===== config.mk =====
export PLATFORM = sky130hd
export DESIGN_NAME = rop_wmb
export DESIGN_NICKNAME = d
export VERILOG_FILES = /design/src/rtl/rop_wmb.sv
export SDC_FILE = /design/constraint.sdc
export NUM_CORES = 1
export LEC_CHECK = 0
export ABC_AREA = 1
export CORE_UTILIZATION = 50
export DETAILED_ROUTE_END_ITERATION = 16
export HOLD_SLACK_MARGIN = 0.15
export PLACE_DENSITY_LB_ADDON = 0.25
export SLEW_MARGIN = 20
export SYNTH_ARGS = -nofsm -noshare
export SYNTH_HDL_FRONTEND = slang
export SYNTH_SLANG_ARGS = --single-unit

===== constraint.sdc =====
create_clock -name clk -period 5.96 [get_ports clk]
set_clock_uncertainty 0.2 [all_clocks]
set_input_delay 0.894 -clock clk [delete_from_list [all_inputs] [get_ports clk]]
set_output_delay 0.894 -clock clk [all_outputs]
set_load 0.005 [all_outputs]

===== src/rtl/rop_wmb.sv =====
// ============================================================================
// Module   : rop_wmb
// Brief    : ROP store write-merge buffer; FIFO drain to memory, read-hazard check.
// Revision : 1.0
// ============================================================================
`default_nettype none

module rop_wmb #(
  parameter int DEPTH = 4
) (
  input  logic        clk,
  input  logic        rst_n,
  input  logic        flush,
  input  logic        st_valid,
  input  logic [31:0] st_addr,
  input  logic [31:0] st_wdata,
  input  logic [3:0]  st_wstrb,
  output logic        st_ready,
  output logic        mem_wr_valid,
  output logic [31:0] mem_wr_addr,
  output logic [31:0] mem_wr_data,
  output logic [3:0]  mem_wr_strb,
  input  logic        mem_wr_ready,
  input  logic [31:0] rd_chk_addr,
  output logic        rd_chk_hit,
  output logic        empty,
  output logic        busy
);

  localparam int           PW     = $clog2(DEPTH);
  localparam logic [PW:0]  C_FULL = (PW+1)'(DEPTH);

  logic [DEPTH-1:0] valid_q, valid_d;
  logic [29:0]      waddr_q [DEPTH];
  logic [29:0]      waddr_d [DEPTH];
  logic [31:0]      data_q  [DEPTH];
  logic [31:0]      data_d  [DEPTH];
  logic [3:0]       strb_q  [DEPTH];
  logic [3:0]       strb_d  [DEPTH];
  logic [PW-1:0]    head_q, head_d, tail_q, tail_d;
  logic [PW:0]      count_q, count_d;

  logic          w_hit, w_rd_hit, w_empty, w_full;
  logic          w_accept, w_alloc, w_merge, w_pop;
  logic [PW-1:0] w_hit_idx;
  logic [31:0]   w_byte_mask;

  // The head entry is locked for draining, so it is excluded from merge matching.
  always_comb begin
    w_hit     = 1'b0;
    w_hit_idx = '0;
    w_rd_hit  = 1'b0;
    for (int i = 0; i < DEPTH; i++) begin
      if (valid_q[i] && (PW'(i) != head_q) && (waddr_q[i] == st_addr[31:2])) begin
        w_hit     = st_valid;
        w_hit_idx = PW'(i);
      end
      if (valid_q[i] && (waddr_q[i] == rd_chk_addr[31:2])) begin
        w_rd_hit = 1'b1;
      end
    end
  end

  assign w_empty  = (count_q == '0);
  assign w_full   = (count_q == C_FULL);
  assign st_ready = w_hit || !w_full;
  assign w_accept = st_valid && st_ready && (|st_wstrb) && !flush;
  assign w_merge  = w_accept && w_hit;
  assign w_alloc  = w_accept && !w_hit;
  assign w_pop    = !w_empty && mem_wr_ready && !flush;

  always_comb begin
    valid_d = valid_q;
    waddr_d = waddr_q;
    data_d  = data_q;
    strb_d  = strb_q;
    head_d  = head_q;
    tail_d  = tail_q;
    count_d = count_q;
    if (flush) begin
      valid_d = '0;
      head_d  = '0;
      tail_d  = '0;
      count_d = '0;
    end else begin
      if (w_merge) begin
        for (int b = 0; b < 4; b++) begin
          if (st_wstrb[b]) begin
            data_d[w_hit_idx][8*b +: 8] = st_wdata[8*b +: 8];
            strb_d[w_hit_idx][b]        = 1'b1;
          end
        end
      end
      if (w_alloc) begin
        valid_d[tail_q] = 1'b1;
        waddr_d[tail_q] = st_addr[31:2];
        data_d[tail_q]  = st_wdata;
        strb_d[tail_q]  = st_wstrb;
        tail_d          = tail_q + PW'(1);
      end
      if (w_pop) begin
        valid_d[head_q] = 1'b0;
        head_d          = head_q + PW'(1);
      end
      if (w_alloc && !w_pop) begin
        count_d = count_q + (PW+1)'(1);
      end else if (w_pop && !w_alloc) begin
        count_d = count_q - (PW+1)'(1);
      end
    end
  end

  always_ff @(posedge clk or negedge rst_n) begin
    if (!rst_n) begin
      valid_q <= '0;
      head_q  <= '0;
      tail_q  <= '0;
      count_q <= '0;
      for (int i = 0; i < DEPTH; i++) begin
        waddr_q[i] <= '0;
        data_q[i]  <= '0;
        strb_q[i]  <= '0;
      end
    end else begin
      valid_q <= valid_d;
      head_q  <= head_d;
      tail_q  <= tail_d;
      count_q <= count_d;
      waddr_q <= waddr_d;
      data_q  <= data_d;
      strb_q  <= strb_d;
    end
  end

  // Unstrobed bytes are forced to zero so stale data never leaves the buffer.
  always_comb begin
    w_byte_mask = '0;
    for (int b = 0; b < 4; b++) begin
      w_byte_mask[8*b +: 8] = {8{strb_q[head_q][b]}};
    end
  end

  assign mem_wr_valid = !w_empty;
  assign mem_wr_addr  = w_empty ? 32'd0 : {waddr_q[head_q], 2'b00};
  assign mem_wr_data  = w_empty ? 32'd0 : (data_q[head_q] & w_byte_mask);
  assign mem_wr_strb  = w_empty ? 4'd0  : strb_q[head_q];
  assign rd_chk_hit   = w_rd_hit;
  assign empty        = w_empty;
  assign busy         = !w_empty;

endmodule

`default_nettype wire


==> results of run 1 <==
## logic make-up (layout without fill, tap and decap cells)
kind of cell	Yosys count	in the layout	share of synthesized area
compound gates	466	466	0.147
flops	275	275	0.411
simple gates	1194	1194	0.309
buf+inv	358	494	0.0841
other cells	1	2	0.000224
fa+ha+maj	9	9	0.00717
xor+xnor	80	80	0.0418
## placed cells by master, fill, tap and decap left out, types with 3 or more instances in the layout
cell type          n
clkinv_2           4
ha_1               8
clkinvlp_4         4
clkinv_1           7
bufinv_16          7
nand2_4           12
clkdlybuf4s50_1  170
o22ai_1           54
inv_2             37
o21ai_0          229
clkbuf_8           3
nor2_1           201
xor2_1            26
nand3_1          161
nand3_2            7
nor4_1            14
nand4_1           15
xnor2_1           54
clkbuf_16         30
o2111ai_1          5
nand2_2            8
inv_1            208
nor2_4             4
buf_4             13
a221oi_1           7
o21ai_1           35
dfrtp_1          273
nand3_4           14
nand2_1          746
a21oi_1          127
clkinv_4           5
buf_12             3
## worst reg2reg max path, stage by stage, from the launching register on
cell	delay, ns
dfrtp_2	0.76
buf_4	0.72
ha_1	0.31
inv_1	0.05
nand2_1	0.05
nor2_1	0.04
nand2_1	0.07
nor2_1	0.04
nand2_1	0.09
nor2_1	0.07
nand2_2	0.12
nand2_4	0.11
nor2_8	0.26
nand3_4	0.61
buf_4	0.55
o21ai_0	0.22
## registers in the layout (all words and copies together), names as in the netlist
| signal | flops |
|---|---|
| waddr_q | 120 |
| tail_q | 2 |
| strb_q | 16 |
| head_q | 2 |
| valid_q | 4 |
| count_q | 3 |
| data_q | 128 |
## routing by layer
metal / GRT usage / vias to the layer above / wire [µm]
met5: 0 / - / 0
met4: 0.180 / 0 / 3550
met3: 0.0515 / 179 / 5610
met2: 0.673 / 1003 / 32200
met1: 0.522 / 8262 / 26700
li1: - / 7917 / -
## report_power, final
| group | leakage [nW] | switching (mW) | total, mW | internal [mW] |
|---|---|---|---|---|
| Combinational | 5.50 | 2.70 | 4.57 | 1.87 |
| Sequential | 3.50 | 0.965 | 3.68 | 2.72 |
| Clock | 0.539 | 0.864 | 2.13 | 1.27 |
## per-stage QoR
step,power (mW),instances
floorplan,5.93,2384
global placement,8.03,2908
detailed placement,8.14,2908
CTS,10.3,2962
global route,11.0,2962
finish,10.4,2962
## area by class of cell
type,instances,area [µm²]
repair buffers,187,1870
flip-flops and latches,275,6890
fillers,3017,12900
clock buffers,33,792
multi-input cells,1751,8500
well taps,442,553
clock inverters,21,338
inverters,253,951
## worst paths after layout
kind	slack [ns]	startpoint	cells past startpoint	endpoint
min reg2reg	0.30	data_q[83]$_DFFE_PN0N_	2	data_q[83]$_DFFE_PN0N_
max	0.90	head_q[1]$_DFFE_PN0P_	14	st_ready
max reg2reg	1.57	head_q[1]$_DFFE_PN0P_	15	waddr_q[65]$_DFFE_PN0P_
min in group clk	0.30	data_q[83]$_DFFE_PN0N_	2	data_q[83]$_DFFE_PN0N_
min	0.13	rst_n	1	waddr_q[79]$_DFFE_PN0P_
max in group asynchronous	4.18	rst_n	2	waddr_q[63]$_DFFE_PN0P_
==> flow_summary.ini, run 1 <==
[cts]
post-cts-setup-buffer-count = 0
insertion_delay_ns = 0.62
cts_buffers = 30
cts_tree = done
cts_hold_buffers = 0
cts_resized = 0
clkSlewWorstSetupHoldPaths_ns = 0.07
clk_path_buf_depth = 3
ctsRootBufferMaster = clkbuf_16
clock_sinks = 275
htree_levels = 1

[pwr]
ir_drop_mv = 0.323
p_leak_nw = 9.54
p_per_area_nw_per_um2 = 522

[placed_design]
hpwlAfterDp_um = 48800
place_ws_ns = 1.26
port_buffers = 171
gp_congestion = 1.04
placed_cell_area_um2 = 18800

[die]
chipHeight_um = 185
die-area_um2 = 34300
start_util = 0.511
rows = 66
io_pins = 178
coreArea_um2 = 32800
die_w_um = 185

[cells_and_area]
finalInstanceArea_um2 = 19900
area_growth_pct = 18.7
drive_gt1_frac = 0.0651
final_core_util = 0.607
layout.nets = 2612
diodes = 0

[worst_setup_path]
max_stage_delay_ns = 0.76
crit_buf_inv = 3
arrival_ns = 3.96
cpMostUsedCell = nand2_1
end_kind = output pin
cp_max_fo = 25
cp_data_required_time_ns = 4.87
cp_slowest_cell = dfrtp_2
critPathTopFamily = simple AND/OR/NAND/NOR gates
critical_path_class = flip-flop to output pin
cp_cell_sequence = inv_2, ha_1, inv_1, nand2_1, nor2_1, nand2_1, nor2_1, nand2_1, nor2_4, nand2_2, nand2_4, o21ai_0, nand2_1, clkdlybuf4s50_1
cp-start-kind = flip-flop

[global_route]
grt_max_degree = 122
grt_pass1_wl_um = 102000
antenna_found_initial = 0
grt_pass1_vias = 16500
track_usage = 0.403
overflow = 0

[synth]
yosysMostFrequentCell = nand2_1
netlist_area_um2 = 16800
yosys.cell_types.count = 44
synth-main-ff-cell = dfrtp_1
yosys.area.top_type = dfrtp_1
ys_async_sr_fraction = 1.00
synth_area_leaders = dfrtp_1 41%, nand2_1 17%, o21ai_0 6.8%
synth.top_cells.by_count = 746 x nand2_1, 275 x dfrtp_1, 229 x o21ai_0
synthCells = 2383
ys_seq_elements = 275
synth_edf_count = 0
yosysSeqAreaShare = 0.411
synth.avg_cell_area_um2 = 7.03
yosysTopAreaCellShare = 0.411
yosysWarnings = 0

[timing]
rsz0062_at_grt = false
tightest_slew_ns = 0.979
finalCritPeriodShare = 0.848
slew-limit-headroom = 0.347
slew_violations = 0
fmax_mhz = 198
final-hold-violation-count = 0
setup_violations = 0
holdWs_ns = 0.131
tns_ns = 0
min_period_ns = 5.06
fin_ws_ns = 0.904

[route]
num_vias = 17400
first_pass_iters = 6
via_per_inst = 5.86
routedWlPerCell_um = 23.0
wl_um = 68000
drt_first_iter_violations = 1746
drc = 0
ant_nets = 0

[worst_hold_path]
hold_path.class = input port to asynchronous set/reset pin

[flow_run]
maxCapViolCount = 0

[status]
status = completed
Note: power is estimated with default switching activity, not from simulation.
==> run 2, diff against run 1 <==
==> constraint.sdc (replaced) <==
create_clock -name clk -period 5.1 [get_ports clk]
set_clock_uncertainty 0.2 [all_clocks]
set_input_delay 0.765 -clock clk [delete_from_list [all_inputs] [get_ports clk]]
set_output_delay 0.765 -clock clk [all_outputs]
set_load 0.005 [all_outputs]
==> run 2 against run 1 <==
Compared with the run above:
- non-clock buffer count increased by 12
- final cell count up 0.41%
- sequential power rose by 16%
==> flow_summary.ini, run 2 (synthesis results as in run 1) <==
[status]
status = completed

[global_route]
grt_max_degree = 129
grt_pass1_vias = 16100
antenna_found_initial = 3
grt_pass1_wl_um = 99200
overflow = 0
track_usage = 0.389

[timing]
fmax_mhz = 215
holdWs_ns = 0.299
rsz0062_at_grt = false
finalCritPeriodShare = 0.910
tns_ns = 0
slew_violations = 0
final-hold-violation-count = 0
slew-limit-headroom = 0.279
fin_ws_ns = 0.458
tightest_slew_ns = 1.08
setup_violations = 0
min_period_ns = 4.64

[route]
via_per_inst = 5.74
num_vias = 17100
drc = 0
routedWlPerCell_um = 21.9
ant_nets = 0
drt_first_iter_violations = 1811
wl_um = 65200
first_pass_iters = 5

[worst_setup_path]
cp_slowest_cell = dfrtp_4
max_stage_delay_ns = 0.85
worstReg2RegEnd = data_q[4]$_DFFE_PN0N_
cp-start-kind = flip-flop
end_kind = output pin
cp_cell_sequence = clkinv_2, buf_12, a21oi_1, o21ai_0, nand2_1, nand2_1, a21oi_1, clkdlybuf4s50_1
rrSetupSlack_ns = 1.13
crit_buf_inv = 3
critPathTopFamily = buffers and inverters
cp_max_fo = 128
cp_data_required_time_ns = 4.14
arrival_ns = 3.68
r2r_cells = 17
rr_startpoint = head_q[0]$_DFFE_PN0P_
critical_path_class = flip-flop to output pin

[pwr]
totalPowerFinal_mw = 11.8
ir_drop_mv = 0.385
p_per_area_nw_per_um2 = 592
p_leak_nw = 9.56

[cells_and_area]
diodes = 0
final_cell_mix = 746 x nand2_1, 273 x dfrtp_1, 229 x o21ai_0, 208 x inv_1, 201 x nor2_1
reg_top3 = data_q: 128 flops, waddr_q: 120 flops, strb_q: 16 flops
final_core_util = 0.606
layout.nets = 2624
largest_reg_flops = 128
regMostFlops = data_q
drive_gt1_frac = 0.0667
fillCellCount = 3057
area_growth_pct = 18.6
layout_commonest_cell = nand2_1

[die]
die-area_um2 = 34300
io_pins = 178
start_util = 0.511
chipHeight_um = 185
rows = 66
die_w_um = 185
coreArea_um2 = 32800

[cts]
htree_levels = 1
cts_resized = 0
clkSlewWorstSetupHoldPaths_ns = 0.06
cts_buffers = 30
insertion_delay_ns = 0.61
cts_tree = done
ctsRootBufferMaster = clkbuf_16
clk_path_buf_depth = 3
clock_sinks = 275

[placed_design]
place_ws_ns = 0.791
gp_congestion = 1.09
port_buffers = 171
hpwlAfterDp_um = 46600

[worst_hold_path]
hp-start = data_q[87]$_DFFE_PN0N_
hold_path.class = flip-flop to flip-flop
worst_hold_path.endpoint = data_q[87]$_DFFE_PN0N_
whs_path_depth = 2

[flow_run]
maxCapViolCount = 0
## run 2: changes by cell type in the layout (fill, tap and decap cells not counted), sizes merged
| cell | previous run | this run |
|---|---|---|
| buf | 17 | 28 |
| clkinv | 17 | 15 |
| clkbuf | 33 | 43 |
| clkinvlp | 4 | 2 |
| dlygate4sd3 | 0 | 1 |
| bufinv | 7 | 1 |
## run 2: how the worst max path moves through the flow
stage | startpoint | end | slack, ns | depth (start not counted)
floorplan | head_q[0]$_DFFE_PN0P_ | count_q[2]$_DFFE_PN0P_ | 1.79 | 24
global placement | st_addr[31] | st_ready | 0.79 | 11
detailed placement | st_addr[31] | st_ready | 0.79 | 11
CTS | head_q[0]$_DFFE_PN0P_ | st_ready | 0.45 | 14
global route | head_q[0]$_DFFE_PN0P_ | st_ready | 0.22 | 14
finish | head_q[0]$_DFFE_PN0P_ | mem_wr_data[22] | 0.46 | 8
## run 2: worst min-delay path, cell delays in order (launching register included)
cell and delay, ns:
dfrtp_1 0.33, nand3_1 0.07, nand2_1 0.06
## run 2: routing by layer
| metal | wire length [µm] | up-vias | GRT usage | part of all wire |
|---|---|---|---|---|
| li1 | - | 7925 | - | - |
| met1 | 26000 | 8120 | 0.512 | 0.40 |
| met2 | 30300 | 861 | 0.623 | 0.46 |
| met3 | 5510 | 165 | 0.0635 | 0.084 |
| met4 | 3420 | 4 | 0.184 | 0.052 |
| met5 | 25 | - | 0 | 0.00038 |
## run 2: final cells by class
cell class | instances | area [µm²] | area share
flip-flops and latches | 275 | 6890 | 0.346
clock buffers | 43 | 870 | 0.0437
well taps | 442 | 553 | 0.0278
multi-input cells | 1751 | 8500 | 0.428
inverters | 253 | 951 | 0.0478
clock inverters | 11 | 114 | 0.00573
repair buffers | 199 | 2000 | 0.101
## run 2: power breakdown
part | internal (mW) | switching [mW]
clock network | 1.24 | 0.951
registers | 3.18 | 1.08
logic | 2.20 | 3.11
## run 2: per-stage QoR
stage | cells | area (µm²)
after global routing | 2974 | 19900
after global placement | 2919 | 18900
after CTS | 2974 | 19900
final | 2974 | 19900
after floorplan | 2384 | 16800
after detailed placement | 2919 | 18900
## run 2: timing repair
action                                 CTS  global route
buffers inserted                         0             0
endpoints found under the hold margin  107             0
setup endpoints to repair                0             0
hold buffers                             1             0
==> run 3, diff against run 2 <==
--- a/config.mk
+++ b/config.mk
@@ -6,7 +6,7 @@
 export NUM_CORES = 1
 export LEC_CHECK = 0
 export ABC_AREA = 1
-export CORE_UTILIZATION = 50
+export CORE_UTILIZATION = 45
 export DETAILED_ROUTE_END_ITERATION = 16
 export HOLD_SLACK_MARGIN = 0.15
 export PLACE_DENSITY_LB_ADDON = 0.25
==> run 3 against run 2 <==
Compared with the run above:
- global-route usage decreased by 4.3 points
- cell area hardly changed
- routed wire length increased by 0.54%
- flip-flop and latch count unchanged
- core utilization down 6.3 points
- sequential power barely moved
- critical path type unchanged
- largest cell class unchanged
- highest routed layer unchanged
==> flow_summary.ini, run 3 (synthesis results as in run 1) <==
[pwr]
totalPowerFinal_mw = 11.9
p_per_area_nw_per_um2 = 596
p_leak_nw = 9.54
ir_drop_mv = 0.335

[worst_setup_path]
critical_path_class = flip-flop to output pin
cp_max_fo = 77
arrival_ns = 3.71
cp-start-kind = flip-flop
rrSetupSlack_ns = 1.18
worstReg2RegEnd = data_q[119]$_DFFE_PN0N_
r2r_cells = 18
cp_data_required_time_ns = 4.14
rr_startpoint = head_q[0]$_DFFE_PN0P_
crit_start = head_q[0]$_DFFE_PN0P_
end_kind = output pin

[route]
routedWlPerCell_um = 21.9
drt_first_iter_violations = 1662
wl_um = 65600
ant_nets = 0
drc = 0
via_per_inst = 5.66
num_vias = 17000
first_pass_iters = 6

[cts]
clock_sinks = 275
cts_tree = done
cts_resized = 0
htree_levels = 1
clkSlewWorstSetupHoldPaths_ns = 0.06
insertion_delay_ns = 0.60
ctsRootBufferMaster = clkbuf_16
cts_buffers = 31
clk_path_buf_depth = 3

[global_route]
antenna_found_initial = 3
grt_pass1_wl_um = 100000
grt_max_degree = 94
overflow = 0
track_usage = 0.346
grt_pass1_vias = 16400

[placed_design]
hpwlAfterDp_um = 47300
place_ws_ns = 0.809
gp_congestion = 1.08
dp.cells = 2941
placed_cell_area_um2 = 18800
port_buffers = 171

[timing]
min_period_ns = 4.67
fmax_mhz = 214
holdWs_ns = 0.301
slew_violations = 0
final-hold-violation-count = 0
tightest_slew_ns = 0.900
rsz0062_at_grt = false
tns_ns = 0
slew-limit-headroom = 0.400
setup_violations = 0
finalCritPeriodShare = 0.916
fin_ws_ns = 0.428

[cells_and_area]
finalInstanceArea_um2 = 19900
layout_commonest_cell = nand2_1
fillCellCount = 3596
final_core_util = 0.543
drive_gt1_frac = 0.0636
largest_reg_flops = 128
area_growth_pct = 18.6
diodes = 0
reg_top3 = data_q: 128 flops, waddr_q: 120 flops, strb_q: 16 flops
regMostFlops = data_q
layout.nets = 2621
final_cells = 2998
final_cell_mix = 746 x nand2_1, 273 x dfrtp_1, 229 x o21ai_0, 208 x inv_1, 201 x nor2_1

[worst_hold_path]
hp-start = data_q[25]$_DFFE_PN0N_
worst_hold_path.endpoint = data_q[25]$_DFFE_PN0N_
hold_path.class = flip-flop to flip-flop
whs_path_depth = 2

[die]
rows = 70
chipHeight_um = 195
io_pins = 178
start_util = 0.458
die_w_um = 195
die-area_um2 = 38000
coreArea_um2 = 36600

[flow_run]
maxCapViolCount = 0

[status]
status = completed
[run 3: per-layer routing]
| layer | GRT usage | vias up | wire length [µm] |
|---|---|---|---|
| met3 | 0.0553 | 185 | 5150 |
| li1 | - | 7928 | - |
| met2 | 0.557 | 834 | 30000 |
| met4 | 0.170 | 4 | 3750 |
| met1 | 0.453 | 8008 | 26600 |
| met5 | 0 | - | 24 |
[run 3: final cells by class]
| cell class | count | area (µm²) | share of cell area |
|---|---|---|---|
| Multi-Input combinational cell | 1751 | 8500 | 0.427 |
| Clock inverter | 5 | 93.8 | 0.00472 |
| Clock buffer | 51 | 931 | 0.0468 |
| Timing Repair Buffer | 195 | 1940 | 0.0974 |
| Sequential cell | 275 | 6890 | 0.346 |
| Tap cell | 468 | 586 | 0.0295 |
| Inverter | 253 | 951 | 0.0478 |
[run 3: worst max path at each step]
stage,cells past startpoint,endpoint,slack (ns)
detailed placement,12,st_ready,0.81
finish,6,mem_wr_data[14],0.43
floorplan,24,count_q[2]$_DFFE_PN0P_,1.79
global placement,14,st_ready,0.82
global route,6,mem_wr_data[14],0.24
CTS,6,mem_wr_data[14],0.42
[run 3: where the power goes]
group	internal (mW)	leakage, nW	total, mW	switching [mW]
Sequential	3.18	3.50	4.25	1.07
Clock	1.34	0.500	2.29	0.954
Combinational	2.20	5.54	5.32	3.12
Total	6.72	9.54	11.9	5.14
[run 3: timing repair]
item / in CTS / in global routing
setup buffers: 0 / 0
hold endpoints to repair: 89 / 0
hold buffers: 1 / 0
[run 3: worst max-delay path: stages (launching register included)]
cell	delay [ns]
dfrtp_4	0.77
buf_4	0.80
o21ai_0	0.21
nand2_1	0.10
nand2_1	0.25
a21oi_1	0.36
clkdlybuf4s50_1	0.58
